<file path="src/rtl/rs_pkg.sv">
// Shared definitions for the reservation-station schedulers: tag width,
// the "no dependency" tag and the scheduler FSM encoding.
package rs_pkg;

    localparam int TAG_W       = 4;
    localparam logic [TAG_W-1:0] NO_TAG = '0;
    localparam int ADD_LAT_DEF = 2;

    typedef enum logic [1:0] {
        IDLE  = 2'd0,
        EXEC  = 2'd1,
        BCAST = 2'd2
    } sched_state_t;

endpackage

</file>
<file path="src/rtl/add_rs_sched_if.sv">
// Issue / reservation-station / CDB signals between the add scheduler and its
// neighbours. master = scheduler side, slave = decode, RS pool and CDB side.
interface add_rs_sched_if #(
    parameter int NUM_RS = 3
);
    import rs_pkg::*;

    logic              issue_valid;
    logic              issue_ready;
    logic [TAG_W-1:0]  issue_tag;
    logic [NUM_RS-1:0] rs_sel;
    logic [NUM_RS-1:0] rs_busy;
    logic [NUM_RS-1:0] rs_ready;
    logic [NUM_RS-1:0] fu_grant;
    logic              cdb_req;
    logic              cdb_ack;
    logic [TAG_W-1:0]  cdb_tag;
    logic [NUM_RS-1:0] rs_done;

    modport master (
        input  issue_valid, rs_busy, rs_ready, cdb_ack,
        output issue_ready, issue_tag, rs_sel, fu_grant, cdb_req, cdb_tag, rs_done
    );

    modport slave (
        output issue_valid, rs_busy, rs_ready, cdb_ack,
        input  issue_ready, issue_tag, rs_sel, fu_grant, cdb_req, cdb_tag, rs_done
    );

endinterface

</file>
<file path="src/rtl/rr_arbiter.sv">
// Combinational round-robin arbiter: searches req starting one past ptr,
// wrapping modulo N, and returns a one-hot grant (zero when req is zero).
module rr_arbiter #(
    parameter  int N  = 3,
    localparam int IW = (N > 1) ? $clog2(N) : 1
) (
    input  logic [N-1:0]  req,
    input  logic [IW-1:0] ptr,
    output logic [N-1:0]  gnt
);

    logic [IW-1:0] idx;
    logic          found;

    always_comb begin
        gnt   = '0;
        idx   = '0;
        found = 1'b0;
        for (int i = 1; i <= N; i++) begin
            idx = IW'((int'(ptr) + i) % N);
            if (!found && req[idx]) begin
                gnt[idx] = 1'b1;
                found    = 1'b1;
            end
        end
    end

endmodule

</file>
<file path="src/rtl/add_rs_sched.sv">
// Add reservation-station scheduler: allocates free entries to issued add/sub
// ops, shares the single adder round-robin, and retires entries after the CDB.
module add_rs_sched
    import rs_pkg::*;
#(
    parameter int NUM_RS   = 3,
    parameter int TAG_BASE = 1,
    parameter int ADD_LAT  = ADD_LAT_DEF
) (
    input  logic           clk,
    input  logic           rst,
    input  logic           flush,
    add_rs_sched_if.master bus
);

    localparam int               IW         = $clog2(NUM_RS);
    localparam logic [TAG_W-1:0] TAG_BASE_T = TAG_W'(TAG_BASE);
    localparam logic [1:0]       CNT_INIT   = 2'(ADD_LAT - 1);

    generate
        if (TAG_BASE + NUM_RS - 1 > 15) begin : g_bad_tag_range
            $error("add_rs_sched: TAG_BASE+NUM_RS-1 exceeds the 4-bit tag space");
        end
        if (NUM_RS < 2 || NUM_RS > 8) begin : g_bad_num_rs
            $error("add_rs_sched: NUM_RS must be in 2..8");
        end
        if (ADD_LAT < 1 || ADD_LAT > 4) begin : g_bad_add_lat
            $error("add_rs_sched: ADD_LAT must be in 1..4");
        end
    endgenerate

    // Allocation state and lowest-index free entry
    logic [NUM_RS-1:0] reserved;
    logic [NUM_RS-1:0] rs_sel_r;
    logic [NUM_RS-1:0] free;
    logic [NUM_RS-1:0] alloc_oh;
    logic [IW-1:0]     alloc_idx;
    logic              issue_fire;

    assign free = ~bus.rs_busy & ~reserved;

    always_comb begin
        alloc_oh  = '0;
        alloc_idx = '0;
        for (int i = NUM_RS - 1; i >= 0; i--) begin
            if (free[i]) begin
                alloc_oh    = '0;
                alloc_oh[i] = 1'b1;
                alloc_idx   = IW'(i);
            end
        end
    end

    assign bus.issue_ready = |free;
    assign bus.issue_tag   = TAG_BASE_T + TAG_W'(alloc_idx);
    assign issue_fire      = bus.issue_valid & bus.issue_ready;
    assign bus.rs_sel      = rs_sel_r;

    // Reserved covers the gap until the loaded entry reports busy.
    always_ff @(posedge clk or posedge rst) begin
        if (rst) begin
            rs_sel_r <= '0;
            reserved <= '0;
        end else if (flush) begin
            rs_sel_r <= '0;
            reserved <= '0;
        end else begin
            rs_sel_r <= issue_fire ? alloc_oh : '0;
            reserved <= (reserved & ~bus.rs_busy) | (issue_fire ? alloc_oh : '0);
        end
    end

    // Execution scheduling
    sched_state_t      state;
    logic [1:0]        cnt;
    logic [IW-1:0]     rr_ptr;
    logic [IW-1:0]     owner;
    logic [NUM_RS-1:0] fu_grant_r;
    logic              cdb_req_r;
    logic [TAG_W-1:0]  cdb_tag_r;
    logic [NUM_RS-1:0] rs_done_r;
    logic [NUM_RS-1:0] arb_req;
    logic [NUM_RS-1:0] arb_gnt;
    logic [IW-1:0]     arb_idx;

    // The just-retired entry still shows ready for one cycle; mask it.
    assign arb_req = bus.rs_ready & ~fu_grant_r & ~rs_done_r;

    rr_arbiter #(.N(NUM_RS)) u_arb (
        .req (arb_req),
        .ptr (rr_ptr),
        .gnt (arb_gnt)
    );

    always_comb begin
        arb_idx = '0;
        for (int i = 0; i < NUM_RS; i++) begin
            if (arb_gnt[i]) arb_idx = IW'(i);
        end
    end

    always_ff @(posedge clk or posedge rst) begin
        if (rst) begin
            state      <= IDLE;
            cnt        <= '0;
            rr_ptr     <= IW'(NUM_RS - 1);
            owner      <= '0;
            fu_grant_r <= '0;
            cdb_req_r  <= 1'b0;
            cdb_tag_r  <= NO_TAG;
            rs_done_r  <= '0;
        end else begin
            rs_done_r <= '0;
            if (flush) begin
                state      <= IDLE;
                cnt        <= '0;
                fu_grant_r <= '0;
                cdb_req_r  <= 1'b0;
                cdb_tag_r  <= NO_TAG;
            end else begin
                case (state)
                    IDLE: begin
                        if (|arb_req) begin
                            fu_grant_r <= arb_gnt;
                            owner      <= arb_idx;
                            cnt        <= CNT_INIT;
                            state      <= EXEC;
                        end
                    end
                    EXEC: begin
                        if (cnt != 2'd0) begin
                            cnt <= cnt - 2'd1;
                        end else begin
                            cdb_req_r <= 1'b1;
                            cdb_tag_r <= TAG_BASE_T + TAG_W'(owner);
                            state     <= BCAST;
                        end
                    end
                    BCAST: begin
                        if (bus.cdb_ack) begin
                            rs_done_r  <= fu_grant_r;
                            rr_ptr     <= owner;
                            fu_grant_r <= '0;
                            cdb_req_r  <= 1'b0;
                            cdb_tag_r  <= NO_TAG;
                            state      <= IDLE;
                        end
                    end
                    default: state <= IDLE;
                endcase
            end
        end
    end

    assign bus.fu_grant = fu_grant_r;
    assign bus.cdb_req  = cdb_req_r;
    assign bus.cdb_tag  = cdb_tag_r;
    assign bus.rs_done  = rs_done_r;

endmodule

</file>
<file path="src/flat_wrapper.sv">
// flat-port wrapper written by rule: the top's interface ports become plain ports
module add_rs_sched_flat import rs_pkg::*;
#(
    parameter int NUM_RS   = 3,
    parameter int TAG_BASE = 1,
    parameter int ADD_LAT  = ADD_LAT_DEF
)
  (clk, rst, flush, bus_issue_valid, bus_rs_busy, bus_rs_ready, bus_cdb_ack, bus_issue_ready, bus_issue_tag, bus_rs_sel, bus_fu_grant, bus_cdb_req, bus_cdb_tag, bus_rs_done);
  add_rs_sched_if #(.NUM_RS(NUM_RS)) bus_i ();
  input  logic clk;
  input  logic rst;
  input  logic flush;
  input wire logic [$bits(bus_i.issue_valid)-1:0] bus_issue_valid;
  input wire logic [$bits(bus_i.rs_busy)-1:0] bus_rs_busy;
  input wire logic [$bits(bus_i.rs_ready)-1:0] bus_rs_ready;
  input wire logic [$bits(bus_i.cdb_ack)-1:0] bus_cdb_ack;
  output wire logic [$bits(bus_i.issue_ready)-1:0] bus_issue_ready;
  output wire logic [$bits(bus_i.issue_tag)-1:0] bus_issue_tag;
  output wire logic [$bits(bus_i.rs_sel)-1:0] bus_rs_sel;
  output wire logic [$bits(bus_i.fu_grant)-1:0] bus_fu_grant;
  output wire logic [$bits(bus_i.cdb_req)-1:0] bus_cdb_req;
  output wire logic [$bits(bus_i.cdb_tag)-1:0] bus_cdb_tag;
  output wire logic [$bits(bus_i.rs_done)-1:0] bus_rs_done;
  assign bus_i.issue_valid = bus_issue_valid;
  assign bus_i.rs_busy = bus_rs_busy;
  assign bus_i.rs_ready = bus_rs_ready;
  assign bus_i.cdb_ack = bus_cdb_ack;
  assign bus_issue_ready = bus_i.issue_ready;
  assign bus_issue_tag = bus_i.issue_tag;
  assign bus_rs_sel = bus_i.rs_sel;
  assign bus_fu_grant = bus_i.fu_grant;
  assign bus_cdb_req = bus_i.cdb_req;
  assign bus_cdb_tag = bus_i.cdb_tag;
  assign bus_rs_done = bus_i.rs_done;
  add_rs_sched #(.NUM_RS(NUM_RS), .TAG_BASE(TAG_BASE), .ADD_LAT(ADD_LAT)) u_core (.clk(clk), .rst(rst), .flush(flush), .bus(bus_i));
endmodule
</file>
<file path="config.mk">
export PLATFORM = sky130hd
export DESIGN_NAME = add_rs_sched_flat
export DESIGN_NICKNAME = d
export VERILOG_FILES = /design/src/rtl/rs_pkg.sv /design/src/rtl/add_rs_sched_if.sv /design/src/rtl/rr_arbiter.sv /design/src/rtl/add_rs_sched.sv /design/src/flat_wrapper.sv
export SDC_FILE = /design/constraint.sdc
export NUM_CORES = 1
export LEC_CHECK = 0
export ABC_AREA = 1
export BUFFER_PORTS_ARGS = -buffer_cell sky130_fd_sc_hd__buf_4
export CORE_MARGIN = 10
export CORE_UTILIZATION = 45
export DETAILED_ROUTE_END_ITERATION = 6
export GPL_TIMING_DRIVEN = 1
export PLACE_DENSITY = 0.65
export RECOVER_POWER = 100
export SYNTH_ARGS = -nofsm -noshare
export SYNTH_HDL_FRONTEND = slang
export SYNTH_SLANG_ARGS = --single-unit
</file>
<file path="constraint.sdc">
create_clock -name clk -period 2 [get_ports clk]
set_input_delay 0.4 -clock clk [delete_from_list [all_inputs] [get_ports clk]]
set_output_delay 0.4 -clock clk [all_outputs]
set_load 0.005 [all_outputs]
</file>
==> metrics.md <==
| Metric | Value |
|---|---|
| Layout area overhead | 17.6% |
| P_sw | 0.976 mW |
| Final max-slew violation count | 0 |
| Required time worst endpoint | 1.60 ns |
| Sw frac | 46.5% |
| Total GRT Usage | 12.0% |
| CP Cell Sequence | nor2_1, inv_1, nor3_1, ha_1, clkbuf_4 |
| Worst-path maximum fanout | 2 |
| TritonCTS Buffers | 3 |
| Pwr Total | 2.10 mW |
| Final core occ | 54.6% |
| Slack of the worst reg-to-reg path | 0.21 ns |
| Fin nets | 227 |
| Area fraction in compound gates after synthesis | 8.37% |
| CTS-repair resized insts | 0 |
| CORE AREA | 3030 um2 |
| Synthesized area | 1410 um2 |
| Cell-internal power | 1.12 mW |
| Hold Crit Class | in2reg |
| Sequential share of the synthesized area | 42.8% |
| CP max stage cell | dfrtp_1 |
| CTS tree | done |
| Synth area leader | dfrtp_1 |
| RSZ-0062 raised after global routing | no |
| Run status | finished clean |
| Cell Rows | 20 |
| Initial DRC Count | 72 |
| Slowest stage delay, CP | 0.41 ns |
| Syn. warnings | 0 |
| TNS Setup | 0 ns |
| IO Pins | 30 |
| Starting Density | 46.4% |
| Clk_lat worst skew | 0.33 ns |
| Antenna cells | 0 |
| Final WL | 3280 um |
| Worst-case clock buffer depth | 2 |
| Logic pwr share | 54.1% |
| Avg Inst Size Synth | 7.89 um2 |
| Post-synthesis register bit count | 24 |
| Die Ht | 75.9 um |
| PwrDens | 1270 nW/um2 |
| Drt pass-1 iters | 4 |
| Antenna Nets Post-Route | 0 |
| Syn Inst Count | 178 |
| Reg power frac | 32.9% |
| Top post-synthesis cells by count | 34 x inv_1, 29 x nand2_1, 23 x dfrtp_1, 15 x nand3_1, 15 x nor2_1 |
| IO buf count | 27 |
| Max rail drop VDD | 0.000462 V |
| Async S/R FF share, synth | 100% |
| Die Footprint | 5760 um2 |
| Post-CTS setup buffer count | 0 |
| Leakage power | 0.864 nW |
| Die Wd | 75.9 um |
| Synth Area in Adders | 6.23% |
| CTS hold repair buffers | 0 |
| Post-synth cell types | 28 |
| GRT overflow | 0 |
| Detailed Place HPWL | 2580 um |
| Crit. End Element | output pin |
| Final setup violation count | 0 |
| Top Family by Delay on Critical Path | flip-flops |
| Placer Congestion | 0.902 |
| Reg-to-Reg Start | u_core.rr_ptr[1] |
| Primary FF master, synth | dfrtp_1 |
| Max-slew headroom | 16.9% |
| Final std cells w/o fill | 252 |
| Post-synthesis mux area share | 0% |
| Clock root cell | clkbuf_4 |
| Main combinational cell family by area after synthesis | simple AND/OR/NAND/NOR gates |
| Crit path launch | u_core.reserved[2] |
| Synth top area cells | dfrtp_1 41%, inv_1 9.1%, nand2_1 7.7%, ha_1 6.2%, nand3_1 5.3% |
| Clock transition at path regs | 0.14 ns |
| Worst Setup EP | bus_issue_tag[1] |
| Placed Cells | 248 |
| Residual DRC | 0 |
| Max-cap viol count | 0 |
| Final min period | 1.89 ns |
| Routed len/inst | 13.0 um |
| Post-synth top area share | 41.0% |
| Crit path depth | 5 |
| Power share of the clock group | 13.0% |
| Pin count of the biggest net entering global routing | 25 |
| DR vias/cell | 4.84 |
| Hold path start | bus_rs_busy[0] |
| Fill count | 286 |
| Most numerous cell in the Yosys netlist | inv_1 |
| Clock Sinks | 24 |
| WS Path Type | reg2out |
| Post-synth EDFFs | 0 |
| First-pass GRT wire length | 5390 um |
| Post-synthesis simple-gate area fraction | 31.3% |
| Antenna violations before repair | 0 |
| Share of cells above drive strength 1 | 20.7% |
| Worst slew pin tran | 1.25 ns |
| Worst Skew | 0.00461 ns |
| H-tree levels | 1 |
| Worst r2r path cells | 10 |
| CP arrival | 1.49 ns |
| Xor/xnor share of the synthesized area | 0% |
| Final hold vios | 0 |
| Fin crit share | 94.6% |
| CP bufs+invs | 2 |
| Worst R2R End | u_core.owner[0] |
| Worst setup SP type | flop |
| Fmax achieved | 528 MHz |
| Vias | 1,219 |
| Number of global-route vias before repair | 1,194 |
-- placed cells by master, fill, tap and decap left out, types with 3 or more instances in the layout --
cell type,netlist,routed
nor2_1,15,18
nand2_2,6,6
nand3_1,15,15
a21oi_1,7,7
dfrtp_1,23,23
nand4_1,5,5
nand3_2,3,3
nor3_1,4,4
o21ai_0,6,6
nand2_1,29,29
buf_4,2,9
clkbuf_4,0,14
clkbuf_1,0,7
ha_1,7,7
inv_1,34,34
-- logic make-up (layout without fill, tap and decap cells) --
| family | after synthesis | after routing |
|---|---|---|
| AO/OA/AOI/OAI | 20 | 20 |
| adder cells (fa/ha/maj) | 7 | 7 |
| buffers and inverters | 39 | 68 |
| flip-flops | 24 | 24 |
| other | 1 | 2 |
| AND/OR/NAND/NOR | 87 | 87 |
-- registers in the layout, indices dropped and copies added, names as in the netlist --
name	flops
u_core.bus.rs_done	3
u_core.cnt	2
u_core.bus.cdb_tag	3
u_core.bus.rs_sel	3
u_core.rr_ptr	2
u_core.bus.fu_grant	3
u_core.owner	2
u_core.reserved	3
u_core.state	2
u_core.bus.cdb_req	1
-- final cells by class --
cell class	count	area (um2)	area share [%]
sequential	24	602	36.4
tap	44	55.1	3.33
clock buffer	4	36.3	2.20
timing repair buffer	28	180	10.9
inverter	36	135	8.18
multi-input combinational	116	644	39.0
-- how the worst min path moves through the flow --
stage                                   endpoint  slack, ns  depth (start not counted)
after detailed placement    u_core.bus.rs_sel[0]       0.48                          3
after global routing          u_core.reserved[0]       0.21                          2
after floorplan               u_core.bus.cdb_req       0.41                          1
final                         u_core.reserved[0]       0.22                          2
after CTS                 u_core.bus.fu_grant[1]       0.11                          3
after global placement             u_core.cnt[1]       0.46                          2
-- layer usage --
metal | vias up | part of all wire, % | global-route usage, %
li1 | 624 | - | -
met2 | 32 | 48 | 20.8
met3 | 5 | 7.6 | 3.13
met4 | 0 | 1.2 | 3.09
met5 | - | 0 | 0
met1 | 558 | 44 | 14.2
-- metrics by stage --
| stage | hold WS, ns | cell area, um2 | worst slack (ns) |
|---|---|---|---|
| 2_1_floorplan | 0.414 | 1410 | 0.366 |
| 3_3_place_gp | 0.464 | 1650 | 0.282 |
| 3_5_place_dp | 0.475 | 1650 | 0.226 |
| 4_1_cts | 0.107 | 1690 | 0.0945 |
| 5_1_grt | 0.210 | 1650 | 0.0201 |
| 6_report | 0.219 | 1650 | 0.107 |
-- power groups by stage --
stage	Combinational (mW)	Sequential (mW)	Clock (mW)
5_1_grt	1.29	0.708	0.292
4_1_cts	1.17	0.695	0.278
2_1_floorplan	0.884	0.690	0
3_3_place_gp	1.14	0.695	0
3_5_place_dp	1.17	0.703	0
6_report	1.14	0.692	0.272
Note: power is estimated with default switching activity, not from simulation.
